File: config.mk
export PLATFORM = sky130hd
export DESIGN_NAME = mux_n_to_1_pipe
export DESIGN_NICKNAME = d
export VERILOG_FILES = /design/src/rtl/mux_n_to_1_pipe_pkg.sv /design/src/rtl/mux_n_sel.sv /design/src/rtl/mux_n_to_1_pipe.sv
export SDC_FILE = /design/constraint.sdc
export NUM_CORES = 1
export LEC_CHECK = 0
export BUFFER_PORTS_ARGS = -buffer_cell sky130_fd_sc_hd__clkbuf_2
export CAP_MARGIN = 20
export CORE_MARGIN = 2
export CORE_UTILIZATION = 43
export CTS_BUF_LIST = sky130_fd_sc_hd__clkbuf_2
export DETAILED_ROUTE_END_ITERATION = 10
export PLACE_DENSITY = 0.85
export REMOVE_ABC_BUFFERS = 1
export SYNTH_ARGS = -nofsm -noshare
export SYNTH_HDL_FRONTEND = slang
export SYNTH_HIERARCHICAL = 1
export SYNTH_SLANG_ARGS = --single-unit
File: constraint.sdc
create_clock -name clk -period 1.85 [get_ports clk]
set_input_delay 0.37 -clock clk [delete_from_list [all_inputs] [get_ports clk]]
set_output_delay 0.37 -clock clk [all_outputs]
set_load 0.01 [all_outputs]
File: src/rtl/mux_n_to_1_pipe_pkg.sv
// rtl/mux_n_to_1_pipe_pkg.sv - shared constants and entry type for the pipelined N-to-1 mux
package mux_n_to_1_pipe_pkg;

    localparam logic [31:0] BAD_VAL_DEFAULT = 32'hDEADBEEF;
    localparam int          ERR_CNT_W       = 8;
    localparam int          DEF_WIDTH       = 32;

    // One buffered result at the default data width: selected word plus range-error flag.
    typedef struct packed {
        logic                 err;
        logic [DEF_WIDTH-1:0] word;
    } entry_t;

endpackage

File: src/rtl/mux_n_sel.sv
// rtl/mux_n_sel.sv - combinational index decode and word select with out-of-range substitute
module mux_n_sel
    import mux_n_to_1_pipe_pkg::*;
#(
    parameter int          WIDTH   = 32,
    parameter int          N_IN    = 4,
    parameter logic [31:0] BAD_VAL = BAD_VAL_DEFAULT,
    localparam int         SEL_W   = ($clog2(N_IN) > 1) ? $clog2(N_IN) : 1
) (
    input  logic [SEL_W-1:0]      sel,
    input  logic [N_IN*WIDTH-1:0] data,
    output logic [WIDTH-1:0]      word,
    output logic                  err
);

    localparam logic [WIDTH-1:0] BAD_W = WIDTH'(BAD_VAL);

    // Any select value not matching a real input falls through to the substitute word.
    always_comb begin
        word = BAD_W;
        err  = 1'b1;
        for (int k = 0; k < N_IN; k++) begin
            if (sel == SEL_W'(k)) begin
                word = data[k*WIDTH +: WIDTH];
                err  = 1'b0;
            end
        end
    end

endmodule

File: src/rtl/mux_n_to_1_pipe.sv
// rtl/mux_n_to_1_pipe.sv - N-to-1 mux with 2-entry output buffer and select-error tracking
module mux_n_to_1_pipe
    import mux_n_to_1_pipe_pkg::*;
#(
    parameter int          WIDTH   = 32,
    parameter int          N_IN    = 4,
    parameter logic [31:0] BAD_VAL = BAD_VAL_DEFAULT,
    localparam int         SEL_W   = ($clog2(N_IN) > 1) ? $clog2(N_IN) : 1
) (
    input  logic                  clk,
    input  logic                  rst_n,
    input  logic                  in_valid,
    output logic                  in_ready,
    input  logic [SEL_W-1:0]      sel,
    input  logic [N_IN*WIDTH-1:0] data,
    input  logic                  flush,
    output logic                  out_valid,
    input  logic                  out_ready,
    output logic [WIDTH-1:0]      out_data,
    output logic                  out_sel_err,
    output logic                  err_sticky,
    output logic [ERR_CNT_W-1:0]  err_count
);

    typedef struct packed {
        logic             err;
        logic [WIDTH-1:0] word;
    } slot_t;

    slot_t            mem [2];
    logic [1:0]       count;
    logic             wr_ptr;
    logic             rd_ptr;
    logic [WIDTH-1:0] sel_word;
    logic             sel_err;
    logic             accept;
    logic             pop;

    mux_n_sel #(
        .WIDTH   (WIDTH),
        .N_IN    (N_IN),
        .BAD_VAL (BAD_VAL)
    ) u_sel (
        .sel  (sel),
        .data (data),
        .word (sel_word),
        .err  (sel_err)
    );

    // Both handshakes derive only from registered occupancy, never from out_ready.
    assign in_ready    = (count != 2'd2);
    assign out_valid   = (count != 2'd0);
    assign out_data    = mem[rd_ptr].word;
    assign out_sel_err = mem[rd_ptr].err;

    assign accept = in_valid & in_ready & ~flush;
    assign pop    = out_valid & out_ready & ~flush;

    always_ff @(posedge clk or negedge rst_n) begin
        if (!rst_n) begin
            count      <= 2'd0;
            wr_ptr     <= 1'b0;
            rd_ptr     <= 1'b0;
            mem[0]     <= '0;
            mem[1]     <= '0;
            err_sticky <= 1'b0;
            err_count  <= '0;
        end else if (flush) begin
            count  <= 2'd0;
            wr_ptr <= 1'b0;
            rd_ptr <= 1'b0;
        end else begin
            if (accept) begin
                mem[wr_ptr] <= '{err: sel_err, word: sel_word};
                wr_ptr      <= ~wr_ptr;
                if (sel_err) begin
                    err_sticky <= 1'b1;
                    if (err_count != '1) begin
                        err_count <= err_count + 1'b1;
                    end
                end
            end
            if (pop) begin
                rd_ptr <= ~rd_ptr;
            end
            case ({accept, pop})
                2'b10:   count <= count + 2'd1;
                2'b01:   count <= count - 2'd1;
                default: count <= count;
            endcase
        end
    end

endmodule

* Yosys cells after proc, flatten, opt, wreduce, memory -nomap -nowiden
Cells that the tools add are included.
Cells by class: $add $sub $neg 3, reductions and logical operators 9, equality and inequality tests 7, mux-type cells 20, div/mod/pow operators 0, order comparisons 3, bitwise operators 9, $mul 0, shift operators 0
Operators by type and width (number):
- 33-bit two-way mux | 4
- 32-bit two-way mux | 4
- 66-bit bitwise mux | 1
- 33-bit demux with 1-bit select | 1
- 8-bit by 1-bit adder with 8-bit output, second input constant | 1
- 1-bit two-way mux | 8
- 8-bit != test, second input constant | 1
- 2-bit equality test, second input constant | 3
- 2-bit nonzero test | 3
- 1-bit bitwise AND | 4
- 2-bit by 1-bit equality test with 1-bit output, second input constant | 2
- 2-bit >= comparator, second input constant | 2
- 1-bit inverter with 2-bit output | 2
- 2-bit one-hot mux with 2 select lines | 1
- 4-bit AND reduction | 1
- 1-bit inverter | 3
- 3-bit AND reduction | 1
- 3-bit nonzero test | 1
- 2-bit by 1-bit adder with 2-bit output, second input constant | 1
- 2-bit zero test | 1
- 2-bit by 1-bit less-than comparator with 1-bit output, second input constant | 1
- 2-bit two-way mux | 1
- 2-bit != test, second input constant | 1
- 2-bit AND reduction | 1
- other kinds (2) | 2
Storage, ports and cells: bits in writable memories 0, register bits 79, output and inout bits 44, memory bits (read-only) 0, bits in latches 0, bits of input ports 135, memories kept 0, word-level logic and storage cells 60

* Longest topological paths before layout
Gate-level depths: netlist of the first run.
depth in word-level cells 6, gate-level depth with buffers 5, gate-level depth less buffers 5

* By module
Netlist of the first run, hierarchy kept.
By module, submodules not included:
- mux_n_to_1_pipe | times used 1, sequential area each 1976.9 um^2, area each 3505.9 um^2, cells each 241
- mux_n_sel | times used 1, sequential area each 0.0 um^2, area each 825.8 um^2, cells each 41

* Worst setup path after synthesis of the first run
No wires, ideal clock.
kind reg-to-output, start reg rd_ptr, end out out_data[23], required time 1480 ps, arrival 1291 ps, path buffers 2, path slack 189 ps, cell stages (with the launch flop) 4, cell sequence dfrtp_1 clkbuf_1 buf_1 mux2_2
On the way: word-level cells in the longest chain between the ends 4
RTL lines:
- from (decl) | line mux_n_to_1_pipe.sv:33 | logic rd_ptr;
- from (signal assigned) | line mux_n_to_1_pipe.sv:84 | rd_ptr <= ~rd_ptr;
- 1-bit inverter with 2-bit output (implied by the code) | line mux_n_to_1_pipe.sv:53 | assign out_data = mem[rd_ptr].word;
- 33-bit two-way mux (3 in series)
- to (decl) | line mux_n_to_1_pipe.sv:19 | output logic [WIDTH-1:0] out_data,
No other way between the ends. The select of a mux whose other input is x is not followed.

* Worst setup path in the final report of the first run
start reg rd_ptr, end out out_sel_err
On the way: word-level cells in the longest chain between the ends 4
RTL lines:
- 1-bit inverter with 2-bit output (implied by the code) | line mux_n_to_1_pipe.sv:54 | assign out_sel_err = mem[rd_ptr].err;
- 33-bit two-way mux (implied by the code) (3 in series) | line mux_n_to_1_pipe.sv:54
- to (decl) | line mux_n_to_1_pipe.sv:20 | output logic out_sel_err,
No other way between the ends. The select of a mux whose other input is x is not followed.

==> run summary, run 1 <==
Number of DRC violations after detailed routing = 0
Final clock period utilization by the worst path = 1.12
Post-Syn Instances = 282
I/O Buffers = 178
Routed WL per cell = 17.1 um
RSZ-0062 raised after global routing = true
Final Hold Violating Endpoints = 0
First-pass GRT wire length = 17.0 mm
Min Clock Period, post-route = 2060 ps
Half-perimeter wire length after detailed placement = 7.55 mm
Switching power of the nets = 1680 uW
Detailed-route vias per instance = 5.30
Clock input transition at the sequential cells of the worst setup and hold paths = 220 ps
Outcome = finished with violations
Sequential fraction of the synthesis area = 0.456
Count of pins over their slew limit = 0
Number of nets with antenna violations after detailed routing = 0
First drt pass iteration count = 4
Layout cells sized above 1 = 0.735
Worst r2r src = count[1]$_DFFE_PN0P_
Internal portion of total power = 3920 uW
Fin Setup TNS = -6000 ps
Max Clock Freq = 484 MHz
Worst hold path type = in2reg
Failing checks = negative setup slack
Type of destination of the critical path = output pin
Number of top-level pins = 179
Vias in the first global route = 3484
Total Die Area = 0.0109 mm2
Number of CTS-inserted buffers = 9
Avg Cell Area, Syn = 15.4 um2
Setup Slack @ Placement = 145 ps
Routed wire length = 10.4 mm
Post-synthesis sequential element count = 79
Antenna violations before repair = 0
Level count of the clock H-tree = 3
Leakage dissipation = 0.00263 uW
Clock insertion delay at the later pin of the skew report = 510 ps
Final worst clock skew = 15.7 ps
Cell variety after synth = 38
Buffers from clock root to sink, at most = 2
Utilization after layout = 0.577
Growth of design area from synthesis to finish = 30.1%
Global route overflow = 0
Setup violations, final = 33
Starting Density = 0.443
Number of core rows = 36
Number of DRC markers after the initial detailed-route iteration = 91
Critical path startpoint category = flip-flop
Largest net degree at the start of global routing = 35
Commonest cells after routing, fill and taps aside = sky130_fd_sc_hd__clkbuf_2 (185), sky130_fd_sc_hd__mux2_2 (98), sky130_fd_sc_hd__dfrtp_1 (77)
Cell Pwr Density = 992 mW/mm2
Peak supply drop = 0.000470 V
Part of the total power dissipated in sequential elements = 0.458
Sink Count = 79
CTS tree = yes
Placer congestion estimate = 0.882
Area of the mapped netlist = 0.00433 mm2
Vias post-DR = 3204
Yosys synthesis warning count = 6
Arrival time of data at the critical path endpoint = 1690 ps
Vertical die dimension = 104 um
Placeable core area = 0.00977 mm2
Count of filler cells inserted in the layout = 829
Worst setup startpoint = rd_ptr$_DFFE_PN0P_
Fraction of power consumed by the clock network = 0.218
Combinational share of power = 0.324
Final worst-path setup slack = -215 ps
Total routing usage reported by global routing = 0.200
Layout Nets = 603
Worst setup path class = reg2out
Max FO, Critical Path = 34
Number of diodes = 0
Data required time of the worst path = 1480 ps
Max cap viols = 0
Chip width = 104 um
Hold Startpoint = out_ready
Root Driver = sky130_fd_sc_hd__clkbuf_2
Most common cell after layout, fill and taps aside = sky130_fd_sc_hd__clkbuf_2
Switching Share = 0.300
==> area by class of cell <==
| class | instances | area, um2 | area share |
|---|---|---|---|
| clock buffers | 9 | 45.0 | 0.00799 |
| flip-flops and latches | 79 | 1980 | 0.351 |
| repair buffers | 192 | 1100 | 0.195 |
| clock inverters | 7 | 121 | 0.0215 |
| multi-input cells | 183 | 2220 | 0.394 |
| well taps | 133 | 166 | 0.0295 |
| inverters | 2 | 7.51 | 0.00133 |
==> critical path: stages, from the launching register on <==
cell and delay, ps:
sky130_fd_sc_hd__dfrtp_2 420, sky130_fd_sc_hd__buf_12 220, sky130_fd_sc_hd__mux2_2 380, sky130_fd_sc_hd__clkbuf_2 130
==> sequential cells by signal, summed over array words and instances, names as in the netlist <==
register / flops
rd_ptr: 1
err_sticky: 1
err_count: 8
wr_ptr: 1
mem: 66
count: 2
==> metal layers <==
layer	GRT usage	wire, um
met1	0.235	3970
met3	0.0570	711
met4	0.0550	140
met2	0.356	5530
met5	0	0
==> cell usage after synthesis <==
library cell | instances | area [um2]
sky130_fd_sc_hd__nand4_1 | 1 | 6.26
sky130_fd_sc_hd__buf_2 | 4 | 20.0
sky130_fd_sc_hd__nor3_1 | 2 | 10.0
sky130_fd_sc_hd__a211oi_1 | 2 | 15.0
sky130_fd_sc_hd__a31oi_1 | 2 | 12.5
sky130_fd_sc_hd__a21oi_1 | 1 | 5.00
sky130_fd_sc_hd__xnor2_1 | 1 | 8.76
sky130_fd_sc_hd__nor2b_2 | 1 | 8.76
sky130_fd_sc_hd__clkbuf_1 | 1 | 3.75
sky130_fd_sc_hd__or3_1 | 1 | 6.26
sky130_fd_sc_hd__mux2_2 | 101 | 1140
sky130_fd_sc_hd__nor3_2 | 1 | 10.0
sky130_fd_sc_hd__nand2_1 | 4 | 15.0
sky130_fd_sc_hd__buf_1 | 2 | 7.51
sky130_fd_sc_hd__or2_2 | 1 | 6.26
sky130_fd_sc_hd__nor2_1 | 9 | 33.8
sky130_fd_sc_hd__conb_1 | 1 | 3.75
sky130_fd_sc_hd__inv_1 | 2 | 7.51
sky130_fd_sc_hd__ha_1 | 1 | 12.5
sky130_fd_sc_hd__buf_12 | 3 | 60.1
sky130_fd_sc_hd__buf_4 | 7 | 52.6
sky130_fd_sc_hd__nand3_1 | 6 | 30.0
sky130_fd_sc_hd__or3b_4 | 1 | 11.3
sky130_fd_sc_hd__o21ai_0 | 1 | 5.00
sky130_fd_sc_hd__or2b_1 | 1 | 7.51
sky130_fd_sc_hd__a211oi_2 | 1 | 12.5
sky130_fd_sc_hd__dfrtp_1 | 79 | 1980
sky130_fd_sc_hd__nand2b_1 | 1 | 6.26
sky130_fd_sc_hd__nor2b_4 | 1 | 13.8
sky130_fd_sc_hd__o21a_1 | 1 | 7.51
sky130_fd_sc_hd__nand3b_1 | 1 | 7.51
sky130_fd_sc_hd__buf_6 | 1 | 11.3
sky130_fd_sc_hd__nand2b_2 | 1 | 8.76
sky130_fd_sc_hd__xor2_1 | 4 | 35.0
sky130_fd_sc_hd__nor3b_1 | 1 | 7.51
sky130_fd_sc_hd__mux2i_1 | 2 | 20.0
sky130_fd_sc_hd__mux4_1 | 2 | 52.6
sky130_fd_sc_hd__mux4_2 | 30 | 676
==> path summary, 6_finish.rpt <==
path	endpoint	depth (start not counted)	slack (ps)
worst max-delay path	out_sel_err	3	-210
worst min-delay path	count[0]$_DFFE_PN0P_	3	200
worst max register to register	mem[41]$_DFFE_PN0P_	5	170
worst min register to register	err_sticky$_DFFE_PN0P_	1	510
max in group asynchronous	rd_ptr$_DFFE_PN0P_	3	910
min in group asynchronous	mem[60]$_DFFE_PN0P_	2	290
==> what timing repair did <==
| item | CTS | global route |
|---|---|---|
| hold endpoints to repair | 30 | 3 |
| gates cloned | 0 | 0 |
| buffers inserted | 4 | 0 |
| hold buffers | 1 | 1 |
| setup endpoints to repair | 35 | 34 |
| resized for setup | 4 | 4 |
==> power groups by stage <==
stage	Sequential [uW]	Clock, uW	Combinational, uW
after detailed placement	2600	0	1800
after floorplan	2540	0	1090
final	2560	1220	1810
after global placement	2550	0	1720
after global routing	2640	1340	1970
after CTS	2560	1250	1820
==> cell families after synthesis <==
kind of cell,Yosys count,synth area share
xor gates and xnor gates,5,0.0101
muxes,135,0.435
adders and majority gates,1,0.00289
other,1,0.000866
DFF,79,0.456
and+or+nand+nor,33,0.0436
buffers and inverters,20,0.0376
AOI/OAI and AO/OA,8,0.0133
==> stage by stage <==
step,instances,hold slack (ps),cell area [um2],total power (uW)
after floorplan,264,74.4,4180,3630
after global placement,583,335,5390,4270
after detailed placement,583,343,5390,4400
after CTS,604,5.23,5610,5640
after global routing,605,159,5640,5950
final,605,204,5640,5590
Note: power is estimated with default switching activity, not from simulation.
==> run 2: changes to the inputs <==
- CORE_UTILIZATION: 43 -> 30
- PLACE_DENSITY: 0.85 -> not set
==> run summary, run 2 (synthesis results as in run 1) <==
Number of top-level pins = 179 (unchanged)
Largest register by flop count = mem
Growth of design area from synthesis to finish = 35.2%
Setup Slack @ Placement = 154 ps (+9.57 ps)
Detailed-route vias per instance = 4.82 (-9.0%)
Number of flip-flops under the largest register name = 66 (unchanged)
Layout Nets = 612 (+1.5%)
Final clock period utilization by the worst path = 1.12 (about the same)
Number of nets with antenna violations after detailed routing = 0 (unchanged)
I/O Buffers = 178 (unchanged)
Min Clock Period, post-route = 2070 ps (+1.22 ps)
Final worst clock skew = 21.7 ps (+6.02 ps)
Clock insertion delay at the later pin of the skew report = 550 ps (+40 ps)
Most congested layer reported by global routing = met2
Max cap viols = 0 (unchanged)
Peak supply drop = 0.000365 V (-22%)
Met2 global-route usage = 0.228 (-0.128)
Failing checks = negative setup slack
Count of pins over their slew limit = 0 (unchanged)
Number of cells in the finished layout apart from fillers = 661 (+9.3%)
Max stage delay on crit path = 490 ps (+70 ps)
Outcome = finished with violations
Commonest cells after routing, fill and taps aside = sky130_fd_sc_hd__clkbuf_2 (185), sky130_fd_sc_hd__mux2_2 (85), sky130_fd_sc_hd__dfrtp_1 (77)
Switching power of the nets = 1640 uW (-2.3%)
Routed wire length = 10.4 mm (about the same)
Largest net degree at the start of global routing = 36 (+2.9%)
Fraction of power consumed by the clock network = 0.207 (-0.011)
Internal portion of total power = 3990 uW (+1.8%)
Fraction of met1 tracks used by global routing = 0.173 (-0.0626)
Worst hold path type = in2reg
Max Clock Freq = 484 MHz (about the same)
Placer congestion estimate = 0.763 (-14%)
RSZ-0062 raised after global routing = true
CP max-delay cell = sky130_fd_sc_hd__dfrtp_2
Clock input transition at the sequential cells of the worst setup and hold paths = 190 ps (-30 ps)
Total Die Area = 0.0154 mm2 (+42%)
Half-perimeter wire length after detailed placement = 7.69 mm (+1.9%)
Most common cell after layout, fill and taps aside = sky130_fd_sc_hd__clkbuf_2
Max FO, Critical Path = 15 (-56%)
Setup violations, final = 33 (unchanged)
Starting Density = 0.310 (-0.134)
Vias in the first global route = 3268 (-6.2%)
Leakage dissipation = 0.00273 uW (+3.8%)
Data required time of the worst path = 1480 ps (about the same)
Number of CTS-inserted buffers = 9 (unchanged)
First-pass GRT wire length = 15.9 mm (-7.0%)
Buffers from clock root to sink, at most = 2 (unchanged)
Number of DRC markers after the initial detailed-route iteration = 87 (-4.4%)
CTS tree = yes
Total routing usage reported by global routing = 0.138 (-0.0625)
Combinational share of power = 0.339 (+0.015)
Final worst-path setup slack = -216 ps (-1.22 ps)
Sink Count = 79 (unchanged)
Arrival time of data at the critical path endpoint = 1700 ps (about the same)
Root Driver = sky130_fd_sc_hd__clkbuf_2
First drt pass iteration count = 4 (unchanged)
Count of filler cells inserted in the layout = 1330 (+60%)
Met3 GRT Util = 0.0311 (-0.0259)
Layout cells sized above 1 = 0.738 (+0.00233)
Level count of the clock H-tree = 3 (unchanged)
Type of destination of the critical path = output pin
Vertical die dimension = 124 um (+19%)
Chip width = 124 um (+19%)
Vias post-DR = 3184 (-0.62%)
Antenna violations before repair = 0 (unchanged)
Critical path startpoint category = flip-flop
Global route overflow = 0 (unchanged)
Worst setup path class = reg2out
Routed WL per cell = 15.7 um (-8.4%)
Number of core rows = 43 (+19%)
Number of DRC violations after detailed routing = 0 (unchanged)
Cell Pwr Density = 960 mW/mm2 (-3.2%)
Switching Share = 0.291 (-0.00871)
Placeable core area = 0.0140 mm2 (+43%)
Cell count after placement = 634 (+8.7%)
Final Hold Violating Endpoints = 0 (unchanged)
Largest regs = mem x66, err_count x8, count x2
Part of the total power dissipated in sequential elements = 0.454 (-0.004)
Series of cell instances along the critical path = buf_12 -> mux2_4 -> clkbuf_2
run 2: cell count changes in the layout (fill, tap and decap cells not counted), sizes merged:
cell,delta
buf,+9
clkbuf,+1
clkinv,-2
diode,+1
run 2: final timing paths:
kind | start | endpoint | slack, ps | depth (start not counted)
min in group asynchronous | rst_n | mem[29]$_DFFE_PN0P_ | 260 | 2
setup / recovery | rd_ptr$_DFFE_PN0P_ | out_data[12] | -220 | 3
max in group asynchronous | rst_n | mem[5]$_DFFE_PN0P_ | 1030 | 3
hold / removal | out_ready | count[0]$_DFFE_PN0P_ | 140 | 3
hold reg to reg | err_sticky$_DFFE_PN0P_ | err_sticky$_DFFE_PN0P_ | 500 | 1
setup reg to reg | count[1]$_DFFE_PN0P_ | mem[50]$_DFFE_PN0P_ | 150 | 5
run 2: critical path: cells and delay by family, from the launching register on:
family                 cells  cell delay [ps]
DFF                        1              490
muxes                      1              320
buffers and inverters      2              320
run 2: cell type report:
cell class / instances / area [um2] / share of cell area
clock buffers: 10 / 50.0 / 0.00855
well taps: 180 / 225 / 0.0385
flip-flops and latches: 79 / 1980 / 0.338
diodes: 1 / 2.50 / 0.000427
multi-input cells: 183 / 2270 / 0.387
inverters: 2 / 7.51 / 0.00128
repair buffers: 201 / 1230 / 0.209
clock inverters: 5 / 97.6 / 0.0167
run 2: layer usage:
layer / vias to the layer above / routed length (um) / part of all wire
met5: - / 0 / 0
met4: 0 / 162 / 0.016
met3: 12 / 591 / 0.057
met2: 112 / 5180 / 0.50
met1: 1595 / 4430 / 0.43
li1: 1465 / - / -
run 2: power by group through the flow:
stage / Sequential, uW / Combinational [uW] / Clock (uW)
2_1_floorplan: 2540 / 1090 / 0
3_3_place_gp: 2550 / 1770 / 0
3_5_place_dp: 2590 / 1820 / 0
4_1_cts: 2560 / 1920 / 1220
5_1_grt: 2630 / 2080 / 1290
6_report: 2560 / 1910 / 1160
run 2: through the flow:
step | hold slack (ps) | util | power (uW) | setup TNS [ps] | area, um2
2_1_floorplan | 74.4 | - | 3630 | -22670 | 4180
3_3_place_gp | 339 | 0.394 | 4320 | 0 | 5510
3_5_place_dp | 336 | 0.394 | 4410 | 0 | 5510
4_1_cts | 60.1 | 0.414 | 5700 | -8790 | 5790
5_1_grt | 66.4 | 0.419 | 6000 | -10710 | 5850
6_report | 143 | 0.419 | 5630 | -6470 | 5860
run 2: timing repair:
action                                 in CTS  in global routing
pin swaps                                   0                  1
setup buffers                               4                  4
endpoints found under the hold margin      33                  0
hold buffers                                2                  0
cloned                                      0                  1
gates resized for setup                    22                  6
setup endpoints to repair                  35                 35
